File: src/rtl/aww_types_pkg.sv
// aww_types_pkg: shared pipeline stall encoding, hazard FSM states and constants
package aww_types_pkg;
  typedef enum logic [2:0] {
    NO_STALL    = 3'd0,
    IFID_STALL  = 3'd1,
    IDEX_STALL  = 3'd2,
    EXMEM_STALL = 3'd3,
    FULL_STALL  = 3'd4
  } pipe_stall_t;

  typedef enum logic [1:0] {
    RUN      = 2'd0,
    MUL_BUSY = 2'd1,
    HALTED   = 2'd2
  } hazard_state_t;

  localparam int REG_ZERO = 0;
endpackage

File: src/rtl/hazard_perf_cnt.sv
// hazard_perf_cnt: 32-bit event counter with enable that saturates at all-ones
module hazard_perf_cnt (
  input  logic        CLK,
  input  logic        nRST,
  input  logic        en,
  output logic [31:0] count
);
  // count enabled cycles, holding at all-ones once reached
  always_ff @(posedge CLK or negedge nRST)
    if (!nRST) count <= '0;
    else if (en && count != '1) count <= count + 32'd1;
endmodule

File: src/rtl/hazard_ctrl.sv
// hazard_ctrl: stall/flush controller for the pipeline register bank and PC.
// Optional macro HAZARD_PERF_EN adds stall_cycles/flush_count performance counters.
module hazard_ctrl
  import aww_types_pkg::*;
#(
  parameter int MUL_LAT = 4,
  parameter int REG_W   = 5
) (
  input  logic             CLK,
  input  logic             nRST,
  input  logic             ihit,
  input  logic             dmem_req,
  input  logic             dhit,
  input  logic             idex_memread,
  input  logic [REG_W-1:0] idex_rd,
  input  logic [REG_W-1:0] ifid_rs,
  input  logic [REG_W-1:0] ifid_rt,
  input  logic             idex_mul,
  input  logic             branch_taken,
  input  logic             jump,
  input  logic             memwb_halt,
  output pipe_stall_t      pipe_stall,
  output logic             ifid_FLUSH,
  output logic             idex_FLUSH,
  output logic             pc_WEN,
  output logic             halted
`ifdef HAZARD_PERF_EN
  ,
  output logic [31:0]      stall_cycles,
  output logic [31:0]      flush_count
`endif
);
  localparam int CW = $clog2(MUL_LAT) + 1;
  localparam logic [CW-1:0] MUL_INIT = CW'(MUL_LAT > 1 ? MUL_LAT - 2 : 0);
  localparam logic MUL_EN = MUL_LAT > 1;

  hazard_state_t state, state_nx;
  logic [CW-1:0] mul_cnt, mul_cnt_nx;
  logic full, mul_active, load_use;

  // state and multiply counter registers
  always_ff @(posedge CLK or negedge nRST)
    if (!nRST) begin
      state   <= RUN;
      mul_cnt <= '0;
    end else begin
      state   <= state_nx;
      mul_cnt <= mul_cnt_nx;
    end

  // stall priority, redirect flushes and PC write enable
  always_comb begin
    full       = state == HALTED || (dmem_req && !dhit);
    mul_active = (state == RUN && idex_mul && MUL_EN) || (state == MUL_BUSY && mul_cnt != '0);
    load_use   = idex_memread && idex_rd != REG_W'(REG_ZERO) && (idex_rd == ifid_rs || idex_rd == ifid_rt);
    pipe_stall = full ? FULL_STALL : mul_active ? EXMEM_STALL : load_use ? IDEX_STALL : !ihit ? IFID_STALL : NO_STALL;
    idex_FLUSH = branch_taken && (pipe_stall == NO_STALL || pipe_stall == IFID_STALL);
    ifid_FLUSH = (branch_taken || jump) && pipe_stall == NO_STALL;
    pc_WEN     = pipe_stall == NO_STALL || (pipe_stall == IFID_STALL && branch_taken);
    halted     = state == HALTED;
  end

  // next state: halt wins, a full stall freezes the multiply sequence
  always_comb begin
    state_nx   = state;
    mul_cnt_nx = mul_cnt;
    if (state != HALTED && memwb_halt) state_nx = HALTED;
    else if (!full) begin
      if (state == RUN && idex_mul && MUL_EN) begin
        state_nx   = MUL_BUSY;
        mul_cnt_nx = MUL_INIT;
      end else if (state == MUL_BUSY) begin
        state_nx   = mul_cnt != '0 ? MUL_BUSY : RUN;
        mul_cnt_nx = mul_cnt != '0 ? mul_cnt - CW'(1) : mul_cnt;
      end
    end
  end

`ifdef HAZARD_PERF_EN
  hazard_perf_cnt u_stall_cnt (
    .CLK   (CLK),
    .nRST  (nRST),
    .en    (pipe_stall != NO_STALL && state != HALTED),
    .count (stall_cycles)
  );

  hazard_perf_cnt u_flush_cnt (
    .CLK   (CLK),
    .nRST  (nRST),
    .en    (ifid_FLUSH || idex_FLUSH),
    .count (flush_count)
  );
`endif
endmodule

File: config.mk
export PLATFORM = sky130hd
export DESIGN_NAME = hazard_ctrl
export DESIGN_NICKNAME = d
export VERILOG_FILES = /design/src/rtl/aww_types_pkg.sv /design/src/rtl/hazard_perf_cnt.sv /design/src/rtl/hazard_ctrl.sv
export SDC_FILE = /design/constraint.sdc
export NUM_CORES = 1
export LEC_CHECK = 0
export ABC_AREA = 1
export CORE_MARGIN = 2
export CORE_UTILIZATION = 42
export CTS_BUF_LIST = sky130_fd_sc_hd__clkbuf_2
export DETAILED_ROUTE_END_ITERATION = 6
export PLACE_DENSITY = 0.87
export SYNTH_ARGS = -nofsm -noshare
export SYNTH_HDL_FRONTEND = slang
export SYNTH_SLANG_ARGS = --single-unit
File: constraint.sdc
create_clock -name CLK -period 3.1 [get_ports CLK]
set_input_delay 0.93 -clock CLK [delete_from_list [all_inputs] [get_ports CLK]]
set_output_delay 0.93 -clock CLK [all_outputs]
set_load 0.05 [all_outputs]
==> impl_results.md <==
* Slowest Stage Delay on Critical Path at 0.45 ns
* Tot Pwr at 0.183 mW
* Clock Tree Buf Depth at 2
* # IOs at 32
* Row Count at 13
* Share of power burned in registers at 0.358
* Synthesized area at around 570 um^2
* Die X at 40.8 um
* Switch Pwr at just over 0.05 mW
* Share of cells above drive strength 1 at 0.257
* Setup CP Type: input port to primary output
* Crit Path Max Fanout at 4
* Synth top area cells: nand2_1 23%, dfrtp_1 22%, inv_1 15%, nor2_1 6.6%, xnor2_1 4.6%
* Leak at 0.582 nW
* Post-Layout Cell Count at 155
* Fin Setup TNS at 0 ns
* Post-synthesis sequential area ratio at 0.220
* # nets final at roughly 170
* Arrival time worst endpoint at roughly 2.1 ns
* Vias per cell at 4.52
* Fin util at 0.832
* Leading area contributor after synthesis: nand2_1
* Final Hold Viols at 0
* Post-route ant nets at 0
* Initial antenna violation count at 0
* Syn_area_per_cell at 5.75 um^2
* Final worst slack at 0.0706 ns
* Worst hold path type: flip-flop to flip-flop
* Vias in the first global route at 624
* Critical-path top delay cell: clkdlybuf4s50_1
* Buffers on Ports at 31
* CTS tree: built
* WL final at about 1.6 mm
* Tmin final at 3.03 ns
* Worst Max-Slew Pin Slew at between 0.5 and 0.6 ns
* Comb pwr share at 0.313
* Worst slew margin at 0.664
* Area growth syn-to-layout at 87.7%
* Crit path launch type: input port
* Routed len/inst at 10.3 um
* Fmax at 0.330 GHz
* Clock Pin Slew Worst Setup and Hold Paths at about 0.050 ns
* Yosys cell types at 18
* Internal at 0.131 mW
* Placed instance count at 148
* Filler cell count at 95
* Max-slew violations at 0
* Initial core utilization at 0.443
* Crit share post-route at 0.977
* # diodes at 0
* Power per standard cell area at 171 nW/um^2
* Register bit count reported by yosys at 5
* Cell family with most CP delay: buffers and inverters
* Routed via count at 701
* Inserted Clock Buffers at 3
* Final Skew at 0.00763 ns
* Maxcap violations at 0
* Post-Syn Instances at 99
* Die Y at ~40 um
* Final setup viols at 0
* First-pass GRT wire length at 2.39 mm
* CP required at ~2.2 ns
* Sw Ratio at 0.284
* Yosys top cell area share at 0.231
* Yosys Warn Count at 0
* Cells along the critical path: clkdlybuf4s50_1, inv_1, nand2_2, nand2_4, inv_2, o211ai_1, nor2_4, buf_12
* Crit end category: primary output
* Largest net degree at the start of global routing at 6
* Iter 0 DRT Violations at 12
* Gr usage total at 0.217
* Clk root buf: clkbuf_2
* Clock network power share at 0.329
* Area of the core at 1280 um^2
* RD Place Congestion at 0.757
* Post-synthesis net count at about 130
* CP Buf/Inv Count at 4
* Place WS at -0.236 ns
* VDD IR max at 0.164 mV
* Dpl hpwl at 1.32 mm
* CTS Hold Bufs at 0
* Status: completed
* Clk_lat worst skew at 0.21 ns
* Total die area at 1670 um^2
* CTS Sinks at 5
* First-pass DRT Iterations at 4
* DR DRC count at 0
* H-tree depth at 1
* Grt total ovfl at 0
## cell usage in the layout, fill, tap and decap left out, types with 3 or more instances in the layout
cell / n
inv_2: 5
buf_12: 6
clkbuf_2: 4
dfrtp_1: 5
inv_1: 19
nand2_1: 31
buf_4: 7
nand2_2: 4
xnor2_1: 3
o21ai_1: 3
clkdlybuf4s50_1: 10
dlygate4sd2_1: 11
nor2_1: 7
nand3_1: 4
nor2_4: 3
## sequential cells by signal, indices dropped and copies added, names as in the netlist
name     cells
mul_cnt      3
state        2
## final cells by class
cell class	count	area, um^2	share of cell area
timing repair buffer	38	414	0.388
inverter	24	90.1	0.0843
tap	15	18.8	0.0176
sequential	5	125	0.117
multi-input combinational	69	400	0.375
clock buffer	4	20.0	0.0187
## layer usage
layer / vias up / global-route usage / part of all wire
li1: 380 / - / -
met1: 301 / 0.231 / 0.39
met2: 20 / 0.434 / 0.56
met3: 0 / 0.0163 / 0.049
met4: 0 / 0.0750 / 0
met5: - / 0 / 0
## logic make-up after synthesis
kind of cell | Yosys count | share of synthesized area
buffers and inverters | 25 | 0.171
and+or+nand+nor | 54 | 0.424
xor gates and xnor gates | 3 | 0.0462
AOI/OAI and AO/OA | 10 | 0.0945
adders and majority gates | 2 | 0.0439
DFF | 5 | 0.220
## power by group through the flow
stage	Sequential, mW	Combinational, mW	Clock [mW]
after CTS	0.0653	0.0545	0.0643
after floorplan	0.0665	0.0192	0
final	0.0653	0.0572	0.0601
after global routing	0.0652	0.0640	0.0656
after detailed placement	0.0665	0.0579	0
after global placement	0.0665	0.0564	0
## synth_stat cells
cell type   n
a21oi_1     2
buf_4       1
dfrtp_1     5
ha_1        2
inv_1      22
inv_2       2
nand2_1    35
nand2_2     2
nand3_1     4
nand3_4     1
nand4_1     1
nor2_1     10
nor3_4      1
o211ai_1    1
o21ai_0     4
o21ai_1     2
o22ai_1     1
xnor2_1     3
## per-stage QoR
stage / hold WS, ns / instance area (um^2)
2_1_floorplan: 0.445 / 569
6_report: 0.488 / 1070
3_3_place_gp: 0.467 / 981
3_5_place_dp: 0.479 / 981
4_1_cts: 0.486 / 1020
5_1_grt: 0.518 / 1070
## worst paths after layout
kind | slack [ns] | cells after the start | to | start
max in group asynchronous | 2.00 | 1 | state[1]$_DFFE_PN0P_ | nRST
min in group asynchronous | 0.92 | 1 | mul_cnt[1]$_DFFE_PN0P_ | nRST
hold / removal | 0.49 | 1 | mul_cnt[0]$_DFFE_PN0P_ | mul_cnt[0]$_DFFE_PN0P_
setup reg to reg | 1.61 | 9 | mul_cnt[0]$_DFFE_PN0P_ | mul_cnt[0]$_DFFE_PN0P_
hold reg to reg | 0.49 | 1 | mul_cnt[0]$_DFFE_PN0P_ | mul_cnt[0]$_DFFE_PN0P_
setup / recovery | 0.07 | 8 | ifid_FLUSH | dhit
## repair_timing
item                       4_1_cts  5_1_grt
setup endpoints to repair        5        5
buffers inserted                 0        3
hold endpoints to repair         0        0
pin swaps                       12        8
gates resized for setup         26       11
## worst register-to-register path: stages, from the launching register on
cell,delay (ns)
dfrtp_1,0.36
inv_1,0.07
ha_1,0.19
nand3_1,0.09
nand2_2,0.11
buf_4,0.16
nor3_4,0.17
inv_1,0.09
nand2_1,0.07
o21ai_1,0.07
Note: power is estimated with default switching activity, not from simulation.
